<file path="src/rtl/rf_pkg.sv">
// rf_pkg: shared defaults and types for the regfile_sb register file slice.
`default_nettype none

package rf_pkg;

  localparam int DW_DEF   = 32;
  localparam int NREG_DEF = 32;
  localparam int ZERO_REG = 0;

  typedef logic [$clog2(NREG_DEF)-1:0] reg_addr_t;

endpackage : rf_pkg

`default_nettype wire

</file>
<file path="src/rtl/rf_scoreboard.sv">
// rf_scoreboard: per-register pending-load bits and the decode-stage stall term.
`default_nettype none

module rf_scoreboard
  import rf_pkg::*;
#(
  parameter int NREG = NREG_DEF,
  localparam int AW = $clog2(NREG)
) (
  input  logic          clk,
  input  logic          i_rst_n,
  input  logic          i_set,
  input  logic [AW-1:0] i_set_addr,
  input  logic          i_clr,
  input  logic [AW-1:0] i_clr_addr,
  input  logic          i_chk_en,
  input  logic [AW-1:0] i_addr_a,
  input  logic [AW-1:0] i_addr_b,
  input  logic [AW-1:0] i_addr_c,
  output logic          o_stall
);

  logic [NREG-1:0] r_pending;
  logic [NREG-1:0] w_pending_nxt;

  // Set is applied after clear so a new load supersedes a retiring one.
  always_comb begin
    w_pending_nxt = r_pending;
    if (i_clr) w_pending_nxt[i_clr_addr] = 1'b0;
    if (i_set) w_pending_nxt[i_set_addr] = 1'b1;
    w_pending_nxt[ZERO_REG] = 1'b0;
  end

  always_ff @(posedge clk or negedge i_rst_n) begin
    if (!i_rst_n) r_pending <= '0;
    else          r_pending <= w_pending_nxt;
  end

  assign o_stall = i_chk_en &
                   (r_pending[i_addr_a] | r_pending[i_addr_b] | r_pending[i_addr_c]);

endmodule : rf_scoreboard

`default_nettype wire

</file>
<file path="src/rtl/regfile_sb.sv">
// regfile_sb: 2R/2W register file with load scoreboard; Rev 1.0.
// Optional same-cycle write-to-read forwarding under macro REGFILE_BYPASS_EN.
`default_nettype none

module regfile_sb
  import rf_pkg::*;
#(
  parameter int DW   = DW_DEF,
  parameter int NREG = NREG_DEF,
  localparam int AW  = $clog2(NREG)
) (
  input  logic          clk,
  input  logic          rst_n_regFile,
  input  logic [AW-1:0] rAddr_source,
  input  logic [AW-1:0] rAddr_anotherSource,
  output logic [DW-1:0] regA,
  output logic [DW-1:0] regB,
  input  logic          ctrl_regFile_write,
  input  logic [AW-1:0] rAddr_dest,
  input  logic [DW-1:0] alu_out,
  input  logic          ctrl_memWb_write,
  input  logic [AW-1:0] rAddr_memWb,
  input  logic [DW-1:0] mem_data,
  input  logic          issue_load,
  input  logic [AW-1:0] rAddr_issue,
  input  logic          chk_en,
  output logic          stall,
  output logic          wr_conflict
);

  localparam logic [AW-1:0] c_zero = AW'(ZERO_REG);

  // Asserts immediately, releases two clocks after rst_n_regFile rises.
  logic [1:0] r_rst_sync;
  logic       w_rst_n;

  always_ff @(posedge clk or negedge rst_n_regFile) begin
    if (!rst_n_regFile) r_rst_sync <= 2'b00;
    else                r_rst_sync <= {r_rst_sync[0], 1'b1};
  end

  assign w_rst_n = r_rst_sync[1];

  logic [DW-1:0] r_mem [NREG];
  logic          r_wr_conflict;
  logic          w_we0;
  logic          w_we1;
  logic          w_conflict;

  assign w_we0      = ctrl_regFile_write && (rAddr_dest != c_zero);
  assign w_conflict = w_we0 && ctrl_memWb_write && (rAddr_memWb == rAddr_dest);
  assign w_we1      = ctrl_memWb_write && (rAddr_memWb != c_zero) && !w_conflict;

  always_ff @(posedge clk or negedge w_rst_n) begin
    if (!w_rst_n) begin
      for (int i = 0; i < NREG; i++) r_mem[i] <= '0;
      r_wr_conflict <= 1'b0;
    end else begin
      if (w_we0) r_mem[rAddr_dest]  <= alu_out;
      if (w_we1) r_mem[rAddr_memWb] <= mem_data;
      if (w_conflict) r_wr_conflict <= 1'b1;
    end
  end

  assign wr_conflict = r_wr_conflict;

  always_comb begin
    regA = (rAddr_source        == c_zero) ? '0 : r_mem[rAddr_source];
    regB = (rAddr_anotherSource == c_zero) ? '0 : r_mem[rAddr_anotherSource];
`ifdef REGFILE_BYPASS_EN
    // Port 0 is checked last so it overrides port 1 on a shared address.
    if (ctrl_memWb_write && rAddr_memWb != c_zero && rAddr_memWb == rAddr_source)
      regA = mem_data;
    if (ctrl_memWb_write && rAddr_memWb != c_zero && rAddr_memWb == rAddr_anotherSource)
      regB = mem_data;
    if (w_we0 && rAddr_dest == rAddr_source)        regA = alu_out;
    if (w_we0 && rAddr_dest == rAddr_anotherSource) regB = alu_out;
`endif
  end

  rf_scoreboard #(
    .NREG (NREG)
  ) u_scoreboard (
    .clk        (clk),
    .i_rst_n    (w_rst_n),
    .i_set      (issue_load),
    .i_set_addr (rAddr_issue),
    .i_clr      (ctrl_memWb_write),
    .i_clr_addr (rAddr_memWb),
    .i_chk_en   (chk_en),
    .i_addr_a   (rAddr_source),
    .i_addr_b   (rAddr_anotherSource),
    .i_addr_c   (rAddr_issue),
    .o_stall    (stall)
  );

endmodule : regfile_sb

`default_nettype wire

</file>
<file path="config.mk">
export PLATFORM = sky130hd
export DESIGN_NAME = regfile_sb
export DESIGN_NICKNAME = d
export VERILOG_FILES = /design/src/rtl/rf_pkg.sv /design/src/rtl/rf_scoreboard.sv /design/src/rtl/regfile_sb.sv
export SDC_FILE = /design/constraint.sdc
export NUM_CORES = 2
export LEC_CHECK = 0
export ABC_CLOCK_PERIOD_IN_PS = 37800
export CAP_MARGIN = 20
export CORE_MARGIN = 2
export CORE_UTILIZATION = 45
export DETAILED_ROUTE_END_ITERATION = 12
export GPL_TIMING_DRIVEN = 0
export SYNTH_ARGS = -nofsm -noshare
export SYNTH_HDL_FRONTEND = slang
export SYNTH_SLANG_ARGS = --single-unit
</file>
<file path="constraint.sdc">
create_clock -name clk -period 37.8 [get_ports clk]
set_input_delay 7.56 -clock clk [delete_from_list [all_inputs] [get_ports clk]]
set_output_delay 7.56 -clock clk [all_outputs]
set_load 0.01 [all_outputs]
</file>
# Word level (Yosys, flattened, before mapping)
# Cells that the tools add are included.
[op_classes]
magnitude_cmp = 12
eq_ne = 1
n_mux = 28
n_reduce_logical = 14
n_bitwise = 10
[op_table]
columns = ["operator", "count"]
rows = [
  ["1024-bit bitwise mux", 2],
  ["1024-bit two-way mux", 2],
  ["32-bit binary-select mux with 5-bit select", 2],
  ["32-bit demux with 5-bit select", 2],
  ["32-bit two-way mux", 10],
  ["32-bit AND", 1],
  ["32-bit NOT", 1],
  ["32-bit bitwise OR", 1],
  ["6-bit greater-or-equal comparator, second input constant", 4],
  ["5-bit by 6-bit less-than comparator with 1-bit output, second input constant", 4],
  ["5-bit NOT with 6-bit output", 4],
  ["1-bit binary-select mux with 5-bit select", 3],
  ["6-bit by 1-bit less-than comparator with 1-bit output, second input constant", 2],
  ["1-bit demux with 5-bit select", 2],
  ["5-bit by 1-bit greater-or-equal comparator with 1-bit output, second input constant", 2],
  ["5-bit logical NOT", 2],
  ["5-bit nonzero test", 2],
  ["1-bit logical AND", 9],
  ["5-bit equality test", 1],
  ["1-bit two-way mux", 5],
  ["1-bit bitwise OR", 2],
  ["1-bit AND", 1],
  ["1-bit logical NOT", 1],
]
[totals]
elab_cells = 100
in_bits = 95
register_bits = 1058

# Logic depth before layout (Yosys ltp)
[logic_depth]
depth_word = 9
mapped_depth = 10
depth_no_buf = 6

# By module
# Synthesis repeated with hierarchy kept, for this count alone.
[unflattened]
cells_unflattened = 5373
hier_area_um2 = 69740.6
[modules_own_cells]
columns = ["mod", "area_each_um2", "cells_per_inst", "n_inst"]
rows = [
  ["regfile_sb", 67592.3, 5166, 1],
  ["rf_scoreboard", 2148.3, 207, 1],
]

# Least setup slack after synthesis
# Ideal clock, no wire load.
[synth_timing]
kind = "in2out"
from = "input rAddr_source[0]"
to = "output regA[10]"
arrival_ns = 9.622
slack_ns = 20.618
cell_stages = 7
path_cell_list = "buf_2 > buf_2 > buf_1 > mux4_2 > mux4_2 > nand2_1 > a21oi_1"
[synth_between]
elab_chain_cells = 5
word_cells_on_any_way = 6
[synth_lines]
columns = ["element", "line_no", "text"]
rows = [
  ["start: declaration", "regfile_sb.sv:14", "input logic [AW-1:0] rAddr_source,"],
  ["5-bit NOT with 6-bit output (not written as such)", "regfile_sb.sv:68", "regA = (rAddr_source == c_zero) ? '0 : r_mem[rAddr_source];"],
  ["32-bit binary-select mux with 5-bit select", "regfile_sb.sv:68", ""],
  ["32-bit two-way mux (not written as such) (2 in a row)", "regfile_sb.sv:68", ""],
  ["32-bit two-way mux *", "regfile_sb.sv:68", ""],
  ["end: declaration", "regfile_sb.sv:16", "output logic [DW-1:0] regA,"],
]
# Every way passes the cells marked *; elsewhere a longest branch is shown, timed or not. The select of a mux whose other input is x is not followed.

# Final worst setup path
[layout_timing]
from = "input rAddr_anotherSource[2]"
to = "output regB[3]"
[layout_between]
elab_chain_cells = 5
word_cells_on_any_way = 6
[layout_lines]
columns = ["element", "line_no", "text"]
rows = [
  ["start: declaration", "regfile_sb.sv:15", "input logic [AW-1:0] rAddr_anotherSource,"],
  ["5-bit NOT with 6-bit output (not written as such)", "regfile_sb.sv:69", "regB = (rAddr_anotherSource == c_zero) ? '0 : r_mem[rAddr_anotherSource];"],
  ["32-bit binary-select mux with 5-bit select", "regfile_sb.sv:69", ""],
  ["32-bit two-way mux (not written as such) (2 in a row)", "regfile_sb.sv:69", ""],
  ["32-bit two-way mux *", "regfile_sb.sv:69", ""],
  ["end: declaration", "regfile_sb.sv:17", "output logic [DW-1:0] regB,"],
]
# Marks and branches as above.

==> results.txt <==
----------------------------------------------------
[Floorplanning]
  Floorplan die height ... 385.8 um
  Row count ... 140
  Starting Density ... between 40% and 50%
  Die footprint ... 0.1489 mm^2
  I/O pin total ... 161
  Die width ... 385.8 um
  Placeable core region ... 0.1452 mm^2

[Clock tree]
  Clock tree from TritonCTS ... done
  Post-CTS Hold Fix Bufs ... 0
  Cell at the root of the clock tree ... sky130_fd_sc_hd__clkbuf_16
  Post-CTS setup buffers ... 0
  Number of buffers on the longest clock path ... 3
  H-tree levels ... 4
  Clock slew at the register clock pins of the worst setup and hold paths ... 60 ps
  Clock buffer count from CTS ... 130
  Clock insertion delay at the later pin of the skew report ... 790 ps
  Quantity of gates resized following cts ... 0
  Clock tree sinks ... about 1100

[Critical path]
  Path depth of the worst reg2reg path ... 5
  Critical path fanouts, max ... 11
  Nature of the critical path endpoint ... primary output
  R2R setup slack ... 35000 ps
  Crit Path Class ... in2out
  Cell with the biggest individual delay on the critical path ... sky130_fd_sc_hd__buf_1
  WP data required ... 30240 ps
  Worst Path Arrival ... 12130 ps
  Delay contributed by the slowest stage of the critical path ... ~900 ps
  Setup crit start kind ... input pin
  List of cells traversed by the critical path ... buf_2 > buf_2 > buf_4 > buf_1 > clkbuf_2 > a211oi_1 > a211oi_1 > a21oi_1 > nor2_1 > clkdlybuf4s50_1

[Power]
  Total Power ... 4.077 mW
  Cell Pwr Density ... 54.62 mW/mm^2
  Combinational fraction of design power ... 27.1%
  Flop pwr share ... between 40 and 50%
  Lkg Pwr ... approximately 30 nW
  Net switching component of the power ... 1.350 mW
  Proportion of total power due to net switching ... 33.10%
  Proportion of power drawn by the clock network ... 31.9%
  Internal power consumption ... 2.728 mW
  Largest vdd supply drop ... 0.05264 mV

[GRT]
  Number of antenna violations at the first check in global routing ... 27
  Maximum number of pins on one net before global-route repair ... 70
  Met3 layer usage reported by global route ... 12.72%
  Met2 track utilization from global routing ... 54.75%
  GR Util met1 ... 51.43%
  Combined global-route utilization of all metal layers ... a little under two fifths
  Global-route wire length before repair ... 400900 um
  Via count of the first global-routing pass ... about 53000
  Layer with the highest usage after global routing ... met2
  Total congestion overflow after global routing ... 0

[Yosys]
  Fraction of synthesized cell area taken by the top area cell type ... 40.36%
  Dominant cells by area after synthesis ... sky130_fd_sc_hd__dfrtp_1 (40%), sky130_fd_sc_hd__mux4_2 (21%), sky130_fd_sc_hd__mux2i_1 (16%)
  Cell accounting for the most synthesized area ... sky130_fd_sc_hd__dfrtp_1
  Proportion of register bits with asynchronous set or reset after synthesis ... 100.0%
  Number of different library cells in the post-synthesis netlist ... 51
  Cell types with the highest counts after synthesis ... sky130_fd_sc_hd__nand2_1 (1115), sky130_fd_sc_hd__dfrtp_1 (1058), sky130_fd_sc_hd__mux2i_1 (1020)
  Total number of yosys warnings ... 0
  Mean post-synth cell area ... roughly 11 um^2
  Syn nets ... ~6100
  Number of synthesized register bits ... 1058
  Post-synthesis sequential area ratio ... about two fifths
  Dominant register cell in the synthesized netlist ... sky130_fd_sc_hd__dfrtp_1
  Count of flip-flops with a built-in enable after synthesis ... 0
  Synthesized instance count ... 5965
  Most numerous cell in the Yosys netlist ... sky130_fd_sc_hd__nand2_1
  Post-synth design cell area ... 0.06560 mm^2

[Route]
  Detailed-routing iteration count for the pre-antenna-repair pass ... 7
  Final antenna-violating net count ... 0
  Average vias per placed instance ... 6.669
  First DRT Iteration DRCs ... approximately 8400
  DRC violation count after routing ... 0
  Routed vias ... around 55000
  Sum of routed wire length over all layers ... about 290000 um
  Routed wire length per instance ... roughly 34 um

[Timing]
  Final critical-path share of the clock period ... between 50% and 60%
  Fin. max-slew vios ... 0
  Maximum frequency from static timing analysis ... 50.78 MHz
  RSZ-0062 raised after global routing ... no
  Slew margin rel. ... 11.42%
  Minimum period implied by the final worst setup slack ... 19690 ps
  Post-Route Skew ... a little under 20 ps
  Actual slew at the worst max-slew pin ... 1329 ps
  Final Hold Vio Count ... 0
  Endpoints failing setup ... 0
  Crit path setup slack, layout ... 18110 ps

[Layout]
  Flip-flop and latch area ... 0.02648 mm^2
  Post-route non-filler standard cell count ... ~8300
  Final Util ... 51.40%
  Layout fillers ... 12950
  Area of the multi-input gates ... 0.03615 mm^2
  Share of final-layout standard cells stronger than drive strength 1 ... a little under a fifth
  Layout overhead on the synthesized area ... 13.78%
  Number of nets in the layout ... 6378

[Worst hold path]
  Cell count of the worst hold path ... 0
  Worst hold-check path type ... reg2reg

[Outcome]
  Run status ... completed

[Place]
  Placement Setup Slack ... 18230 ps
  Cell count after placement ... 8063
  RD Place Congestion ... roughly 1
  Number of buffers added on ports ... 138
  Detailed placer's ending HPWL ... between 200000 and 250000 um

[Run]
  Max capacitance violation total ... 0

----------------------------------------------------
-- cells by family after synthesis --
kind of cell | after synthesis | synth area share, %
AOI/OAI and AO/OA | 1158 | 9.254
xor gates and xnor gates | 5 | 0.06675
buffers and inverters | 718 | 4.564
DFF | 1058 | 40.36
muxes | 1660 | 37.26
other | 1 | 0.005716
and+or+nand+nor | 1365 | 8.493
-- path summary, 6_finish.rpt --
| kind | start | end |
|---|---|---|
| hold reg to reg | r_rst_sync[0]$_DFF_PN0_ | r_rst_sync[1]$_DFF_PN0_ |
| min in group asynchronous | r_rst_sync[1]$_DFF_PN0_ | r_mem[6]$_DFF_PN0_ |
| setup / recovery | rAddr_anotherSource[2] | regB[3] |
| hold / removal | r_rst_sync[0]$_DFF_PN0_ | r_rst_sync[1]$_DFF_PN0_ |
| max in group asynchronous | rst_n_regFile | r_rst_sync[1]$_DFF_PN0_ |
| setup reg to reg | r_rst_sync[1]$_DFF_PN0_ | r_mem[1020]$_DFF_PN0_ |
-- power groups by stage --
stage          logic (mW)  clock network (mW)  registers [mW]
3_5_place_dp         1.07                   0            1.67
2_1_floorplan       0.700                   0            1.60
4_1_cts              1.07                1.30            1.66
5_1_grt              1.16                1.34            1.70
3_3_place_gp         1.00                   0            1.68
6_report             1.10                1.30            1.67
-- layout make-up --
| type | count | share of cell area, % |
|---|---|---|
| Antenna cell | 11 | 0.03688 |
| Clock buffer | 183 | 5.163 |
| Clock inverter | 39 | 0.5548 |
| Timing Repair Buffer | 186 | 3.091 |
| Tap cell | 1917 | 3.213 |
| Inverter | 4 | 0.02011 |
| Buffer | 714 | 4.020 |
| Sequential cell | 1058 | 35.47 |
| Multi-Input combinational cell | 4189 | 48.43 |
-- per-layer routing --
layer / share of wire, % / up-vias
li1: - / 22410
met1: 38 / 28470
met2: 42 / 3711
met3: 13 / 753
met4: 6.2 / 20
met5: 0.051 / -
-- worst max-delay path, delay by kind of cell --
kind	cells	cell delay, ps
AOI/OAI and AO/OA	3	890
buffers and inverters	6	3350
and+or+nand+nor	1	270
-- metrics by stage --
| step | cell area, um^2 | hold WS, ps | setup TNS [ps] |
|---|---|---|---|
| 2_1_floorplan | 65600 | 331.2 | 0 |
| 3_3_place_gp | 69380 | 336.2 | -8738160 |
| 3_5_place_dp | 70270 | 345.7 | 0 |
| 4_1_cts | 74540 | 359.7 | 0 |
| 5_1_grt | 74630 | 366.2 | 0 |
| 6_report | 74640 | 355.4 | 0 |
-- placed cells by master (no fill, tap or decap), types with 7 or more instances in the layout --
| cell | synthesis | final |
|---|---|---|
| sky130_fd_sc_hd__mux4_2 | 624 | 624 |
| sky130_fd_sc_hd__nor2_1 | 97 | 97 |
| sky130_fd_sc_hd__buf_2 | 182 | 189 |
| sky130_fd_sc_hd__bufinv_16 | 0 | 8 |
| sky130_fd_sc_hd__buf_8 | 0 | 30 |
| sky130_fd_sc_hd__buf_16 | 0 | 17 |
| sky130_fd_sc_hd__nor3_1 | 28 | 28 |
| sky130_fd_sc_hd__mux2i_1 | 1020 | 1020 |
| sky130_fd_sc_hd__buf_4 | 11 | 12 |
| sky130_fd_sc_hd__o21ai_0 | 922 | 922 |
| sky130_fd_sc_hd__nor2_2 | 14 | 14 |
| sky130_fd_sc_hd__nand3b_1 | 10 | 10 |
| sky130_fd_sc_hd__diode_2 | 0 | 11 |
| sky130_fd_sc_hd__nor2_4 | 14 | 14 |
| sky130_fd_sc_hd__buf_1 | 50 | 43 |
| sky130_fd_sc_hd__clkbuf_2 | 24 | 34 |
| sky130_fd_sc_hd__nand2b_1 | 7 | 7 |
| sky130_fd_sc_hd__a211oi_1 | 11 | 11 |
| sky130_fd_sc_hd__clkbuf_16 | 0 | 139 |
| sky130_fd_sc_hd__a22o_1 | 8 | 8 |
| sky130_fd_sc_hd__clkdlybuf4s50_1 | 0 | 138 |
| sky130_fd_sc_hd__clkbuf_8 | 0 | 21 |
| sky130_fd_sc_hd__a31oi_1 | 59 | 59 |
| sky130_fd_sc_hd__nor2b_1 | 21 | 21 |
| sky130_fd_sc_hd__nand3_1 | 25 | 25 |
| sky130_fd_sc_hd__clkinv_2 | 0 | 26 |
| sky130_fd_sc_hd__dfrtp_1 | 1058 | 1057 |
| sky130_fd_sc_hd__nand2_1 | 1115 | 1115 |
| sky130_fd_sc_hd__a21oi_1 | 59 | 59 |
| sky130_fd_sc_hd__mux2_2 | 16 | 16 |
| sky130_fd_sc_hd__clkbuf_1 | 447 | 460 |
| sky130_fd_sc_hd__o21ai_1 | 82 | 82 |
-- sequential cells by signal, indices dropped and copies added (netlist names) --
| name | flops |
|---|---|
| r_mem | 1024 |
| u_scoreboard.r_pending | 31 |
| wr_conflict | 1 |
| r_rst_sync | 2 |
(Power assumes the default switching activity.)
